--- src/rtl/minterm_pkg.sv ---
// Shared types and constants for the minterm expander.
// The truth bitmaps are golden references for the bench; the RTL evaluates the SOP equations.
package minterm_pkg;

    typedef enum logic [1:0] {
        IDLE = 2'd0,
        SCAN = 2'd1,
        EMIT = 2'd2,
        DONE = 2'd3
    } state_t;

    localparam int IDX_W = 4;
    localparam int CNT_W = 5;

    localparam logic [IDX_W-1:0] IDX_LAST = 4'd15;

    localparam logic [15:0] F1_ON = 16'h35A5;
    localparam logic [15:0] F2_ON = 16'hEEE2;

endpackage

--- src/rtl/minterm_expander_bool_eval.sv ---
// Combinational evaluation of the minimized f1/f2 equations at one input index.
// Index bits are {a,b,c,d} for f1 and {w,x,y,z} for f2, MSB first.
module bool_eval
    import minterm_pkg::*;
(
    input  logic             sel,
    input  logic [IDX_W-1:0] idx,
    output logic             f
);

    logic v3_s;
    logic v2_s;
    logic v1_s;
    logic v0_s;
    logic f1_s;
    logic f2_s;

    // Gate-level SOP forms; f2 reuses the same bit positions as w,x,y,z
    always_comb begin
        {v3_s, v2_s, v1_s, v0_s} = idx;
        f1_s = (~v2_s & ~v0_s) | (~v3_s & v2_s & v0_s) | (v3_s & v2_s & ~v1_s);
        f2_s = (~v1_s & v0_s) | (v2_s & v1_s) | (v3_s & v1_s);
        if (sel) begin
            f = f2_s;
        end else begin
            f = f1_s;
        end
    end

endmodule

--- src/rtl/minterm_expander.sv ---
// Sweeps the 4-variable input space of the selected minimized function and streams
// the minterm (or maxterm) indices over valid/ready, then pulses done with the term count.
module minterm_expander
    import minterm_pkg::*;
#(
    parameter logic EMIT_MAXTERMS = 1'b0
) (
    input  logic             clk,
    input  logic             rst,
    input  logic             start,
    input  logic             sel,
    output logic             busy,
    output logic             m_valid,
    input  logic             m_ready,
    output logic [IDX_W-1:0] m_idx,
    output logic             done,
    output logic [CNT_W-1:0] count
);

    state_t           state_r;
    state_t           state_s;
    logic [IDX_W-1:0] idx_r;
    logic [IDX_W-1:0] idx_s;
    logic [IDX_W-1:0] m_idx_r;
    logic [IDX_W-1:0] m_idx_s;
    logic [CNT_W-1:0] count_r;
    logic [CNT_W-1:0] count_s;
    logic             sel_r;
    logic             sel_s;
    logic             f_s;
    logic             hit_s;
    logic             busy_r;
    logic             m_valid_r;
    logic             done_r;

    bool_eval u_eval (
        .sel (sel_r),
        .idx (idx_r),
        .f   (f_s)
    );

    assign hit_s = f_s ^ EMIT_MAXTERMS;

    // Next-state, index, count and emitted-index decode
    always_comb begin
        state_s = state_r;
        idx_s   = idx_r;
        count_s = count_r;
        m_idx_s = m_idx_r;
        sel_s   = sel_r;
        case (state_r)
            IDLE: begin
                if (start) begin
                    sel_s   = sel;
                    idx_s   = 4'd0;
                    count_s = 5'd0;
                    state_s = SCAN;
                end else begin
                    state_s = IDLE;
                end
            end
            SCAN: begin
                if (hit_s) begin
                    m_idx_s = idx_r;
                    count_s = count_r + 5'd1;
                    state_s = EMIT;
                end else if (idx_r == IDX_LAST) begin
                    state_s = DONE;
                end else begin
                    idx_s = idx_r + 4'd1;
                end
            end
            EMIT: begin
                if (m_ready) begin
                    if (idx_r == IDX_LAST) begin
                        state_s = DONE;
                    end else begin
                        idx_s   = idx_r + 4'd1;
                        state_s = SCAN;
                    end
                end else begin
                    state_s = EMIT;
                end
            end
            DONE: begin
                state_s = IDLE;
            end
            default: begin
                state_s = IDLE;
            end
        endcase
    end

    // State and datapath registers; status outputs are registered from the next state
    always_ff @(posedge clk or posedge rst) begin
        if (rst) begin
            state_r   <= IDLE;
            idx_r     <= 4'd0;
            m_idx_r   <= 4'd0;
            count_r   <= 5'd0;
            sel_r     <= 1'b0;
            busy_r    <= 1'b0;
            m_valid_r <= 1'b0;
            done_r    <= 1'b0;
        end else begin
            state_r   <= state_s;
            idx_r     <= idx_s;
            m_idx_r   <= m_idx_s;
            count_r   <= count_s;
            sel_r     <= sel_s;
            busy_r    <= (state_s != IDLE);
            m_valid_r <= (state_s == EMIT);
            done_r    <= (state_s == DONE);
        end
    end

    assign busy    = busy_r;
    assign m_valid = m_valid_r;
    assign m_idx   = m_idx_r;
    assign done    = done_r;
    assign count   = count_r;

endmodule

--- config.mk ---
export PLATFORM = sky130hd
export DESIGN_NAME = minterm_expander
export DESIGN_NICKNAME = d
export VERILOG_FILES = /design/src/rtl/minterm_pkg.sv /design/src/rtl/minterm_expander_bool_eval.sv /design/src/rtl/minterm_expander.sv
export SDC_FILE = /design/constraint.sdc
export NUM_CORES = 1
export LEC_CHECK = 0
export ABC_AREA = 1
export BUFFER_PORTS_ARGS = -buffer_cell sky130_fd_sc_hd__buf_2
export CAP_MARGIN = 40
export CORE_MARGIN = 4
export CORE_UTILIZATION = 50
export CTS_CLUSTER_DIAMETER = 30
export DETAILED_ROUTE_END_ITERATION = 12
export PLACE_DENSITY = 0.79
export REMOVE_ABC_BUFFERS = 1
export SETUP_SLACK_MARGIN = 0.15
export SYNTH_ARGS = -nofsm -noshare
export SYNTH_HDL_FRONTEND = slang
export SYNTH_SLANG_ARGS = --single-unit
--- constraint.sdc ---
create_clock -name clk -period 2.1 [get_ports clk]
set_clock_uncertainty 0.2 [all_clocks]
set_input_delay 0.105 -clock clk [delete_from_list [all_inputs] [get_ports clk]]
set_output_delay 0.105 -clock clk [all_outputs]
set_load 0.01 [all_outputs]
==> summary.md <==
| Metric | Value |
|---|---|
| Global placer's final weighted congestion | `0.995` |
| Total power | `about 1600 uW` |
| Clock tree root buffer cell | `clkbuf_4` |
| # IOs | `17` |
| CTS tree | `done` |
| Synthesis-to-finish area growth | `16.0%` |
| Die W | `around 54 um` |
| Dpl cells | `~170` |
| Setup Crit Path Kind | `register to register` |
| Crit path DAT | `1.86 ns` |
| Tmin final | `1.80 ns` |
| Diode count | `0` |
| Drt first pass iters | `4` |
| Multi-input combinational cell area | `~490 um^2` |
| Fmax | `0.554 GHz` |
| GR Overflow Total | `0` |
| Yosys top cell area share | `a little under half` |
| Post-Syn Area | `1050 um^2` |
| IO Port Bufs | `16` |
| PwrDens | `1350 nW/um^2` |
| Crit-path max FO | `5` |
| Max incr delay on CP | `approximately 0.56 ns` |
| Max-slew headroom | `52.1%` |
| Syn avg cell area | `8.40 um^2` |
| Max Cap Viol | `0` |
| Share of cells above drive strength 1 | `23.0%` |
| First-pass GRT wire length | `3170 um` |
| Register Area | `475 um^2` |
| Drt total wl | `approximately 1900 um` |
| Setup tns final | `0 ns` |
| Initial antenna violation count | `0` |
| Crit-path cells | `inv_1, ha_2, a21oi_1, a31oi_1, dlygate4sd3_1` |
| Global-route total usage across every layer | `between 10% and 20%` |
| Via count | `between 800 and 900` |
| Register area share after synthesis | `45.3%` |
| Clock buffer depth | `2` |
| Final hold slack | `0.240 ns` |
| Clk slew on worst S/H paths | `~0.11 ns` |
| Largest net degree at the start of global routing | `20` |
| Most common cell in the netlist | `nand2_1` |
| DRC viols | `0` |
| CP startpoint kind | `register` |
| Clock sinks | `19` |
| Final max-slew violation count | `0` |
| Top FF cell, synth | `dfrtp_1` |
| Slew @ Worst Pin | `just over 0.7 ns` |
| Status | `finished clean` |
| Starting Density | `53.0%` |
| Worst vdd ir | `~0.00099 V` |
| Vias in the first global route | `777` |
| Final cell count without fillers | `175` |
| Initial DRC count | `25` |
| Final net count | `160` |
| Die Y | `between 50 and 60 um` |
| Crit share post-route | `~86%` |
| Ys async rst share | `100%` |
| Total die area | `2900 um^2` |
| Routed vias/inst | `4.88` |
| Core area | `1980 um^2` |
| # rows | `16` |
| WP data required | `2.15 ns` |
| Final setup fails | `0` |
| RSZ-0062 raised after global routing | `no` |
| LEAKAGE | `0.000675 uW` |
| H-tree depth | `1` |
| Path category of the worst min-delay check | `primary input to async pin` |
| Number of synthesized flops with an enable pin | `0` |
| Slowest stage cell, crit path | `dlygate4sd3_1` |
| Synth top area cells | `dfrtp_1 45%, nand2_1 15%, ha_1 7.2%` |
| Cell variety after synth | `21` |
| Fillers | `173` |
| CP endpoint kind | `register` |
| Core Util, Final | `61.4%` |
| Synth Warn # | `0` |
| R2R cell count | `5` |
| Synth cell count leaders | `41 x nand2_1, 19 x dfrtp_1, 13 x inv_1` |
| Post-DP HPWL | `between 1000 and 1500 um` |
| Avg WL per Cell | `11.1 um` |
| Clock Latency Late Sink | `~0.31 ns` |
| Remaining antenna violation count | `0` |
| Cells after synthesis | `125` |
| Total CTS buffers | `3` |
| Final Hold Viols | `0` |
| Post-synth top area cell | `dfrtp_1` |
| Post-synthesis sequential element count | `19` |
## cell type report
class	instances	area share, %
well taps	27	2.77
inverters	17	5.24
repair buffers	21	10.5
flip-flops and latches	19	39.1
clock buffers	4	2.16
multi-input cells	87	40.3
## cell families after synthesis
group                    share of synthesized area, %
adder cells (fa/ha/maj)                          7.15
flip-flops                                       45.3
AO/OA/AOI/OAI                                    7.27
buffers and inverters                            8.22
AND/OR/NAND/NOR                                  28.7
XOR/XNOR                                         3.34
## timing repair
| action | CTS | global route |
|---|---|---|
| hold buffers | 4 | 0 |
| setup buffers | 0 | 0 |
| hold endpoints to repair | 22 | 0 |
| setup endpoints to repair | 0 | 4 |
| gates resized for setup | 0 | 1 |
## worst max-delay path: cells and delay by family (launching register included)
family,cells,cell delay [ns]
compound gates,2,0.21
fa+ha+maj,1,0.25
flops,1,0.42
buf+inv,2,0.68
## flip-flops by register name, indices dropped and copies added (netlist names)
signal   cells
busy         1
count        5
done         1
idx_r        4
m_idx        4
m_valid      1
sel_r        1
state_r      2
## worst paths after layout
kind                             from       end  slack (ns)
max                        state_r[0]     sel_r        0.30
min                               rst  m_idx[1]        0.24
max reg2reg                state_r[0]     sel_r        0.30
min reg2reg                  m_idx[0]  m_idx[0]        0.29
max in group asynchronous         rst      busy        1.00
min in group clk             m_idx[0]  m_idx[0]        0.29
## through the flow
stage	setup slack (ns)	area [um^2]
floorplan	0.476	1030
global placement	0.430	1150
detailed placement	0.298	1150
CTS	0.254	1210
global route	0.167	1220
finish	0.296	1220
## layer usage
metal / global-route usage (%) / routed length [um] / share of wire, %
met5: 0 / 0 / 0
met4: 10.2 / 37 / 1.9
met3: 3.32 / 85 / 4.4
met2: 25.0 / 939 / 49
met1: 18.9 / 873 / 45
## where the power goes
| group | switching, uW | internal [uW] |
|---|---|---|
| clock network | 117 | 74.2 |
| registers | 96.9 | 484 |
| logic | 548 | 326 |
| total | 762 | 884 |
## layout by cell type, fill, tap and decap left out
cell type / synthesis / layout
a21oi_1: 6 / 6
a31oi_1: 1 / 1
buf_2: 0 / 16
buf_4: 0 / 1
clkbuf_1: 0 / 1
clkbuf_4: 0 / 3
dfrtp_1: 19 / 19
dlygate4sd3_1: 0 / 4
ha_1: 6 / 5
ha_2: 0 / 1
inv_1: 13 / 13
inv_2: 4 / 4
nand2_1: 41 / 41
nand2_2: 2 / 2
nand2_4: 2 / 2
nand3_1: 5 / 5
nand3_2: 1 / 1
nand3b_1: 1 / 1
nand4_1: 1 / 1
nor2_1: 4 / 4
nor2_2: 2 / 2
nor2_8: 1 / 1
nor3b_1: 1 / 1
o21ai_0: 8 / 8
or2_4: 1 / 1
xor2_1: 4 / 4
(Power assumes the default switching activity.)
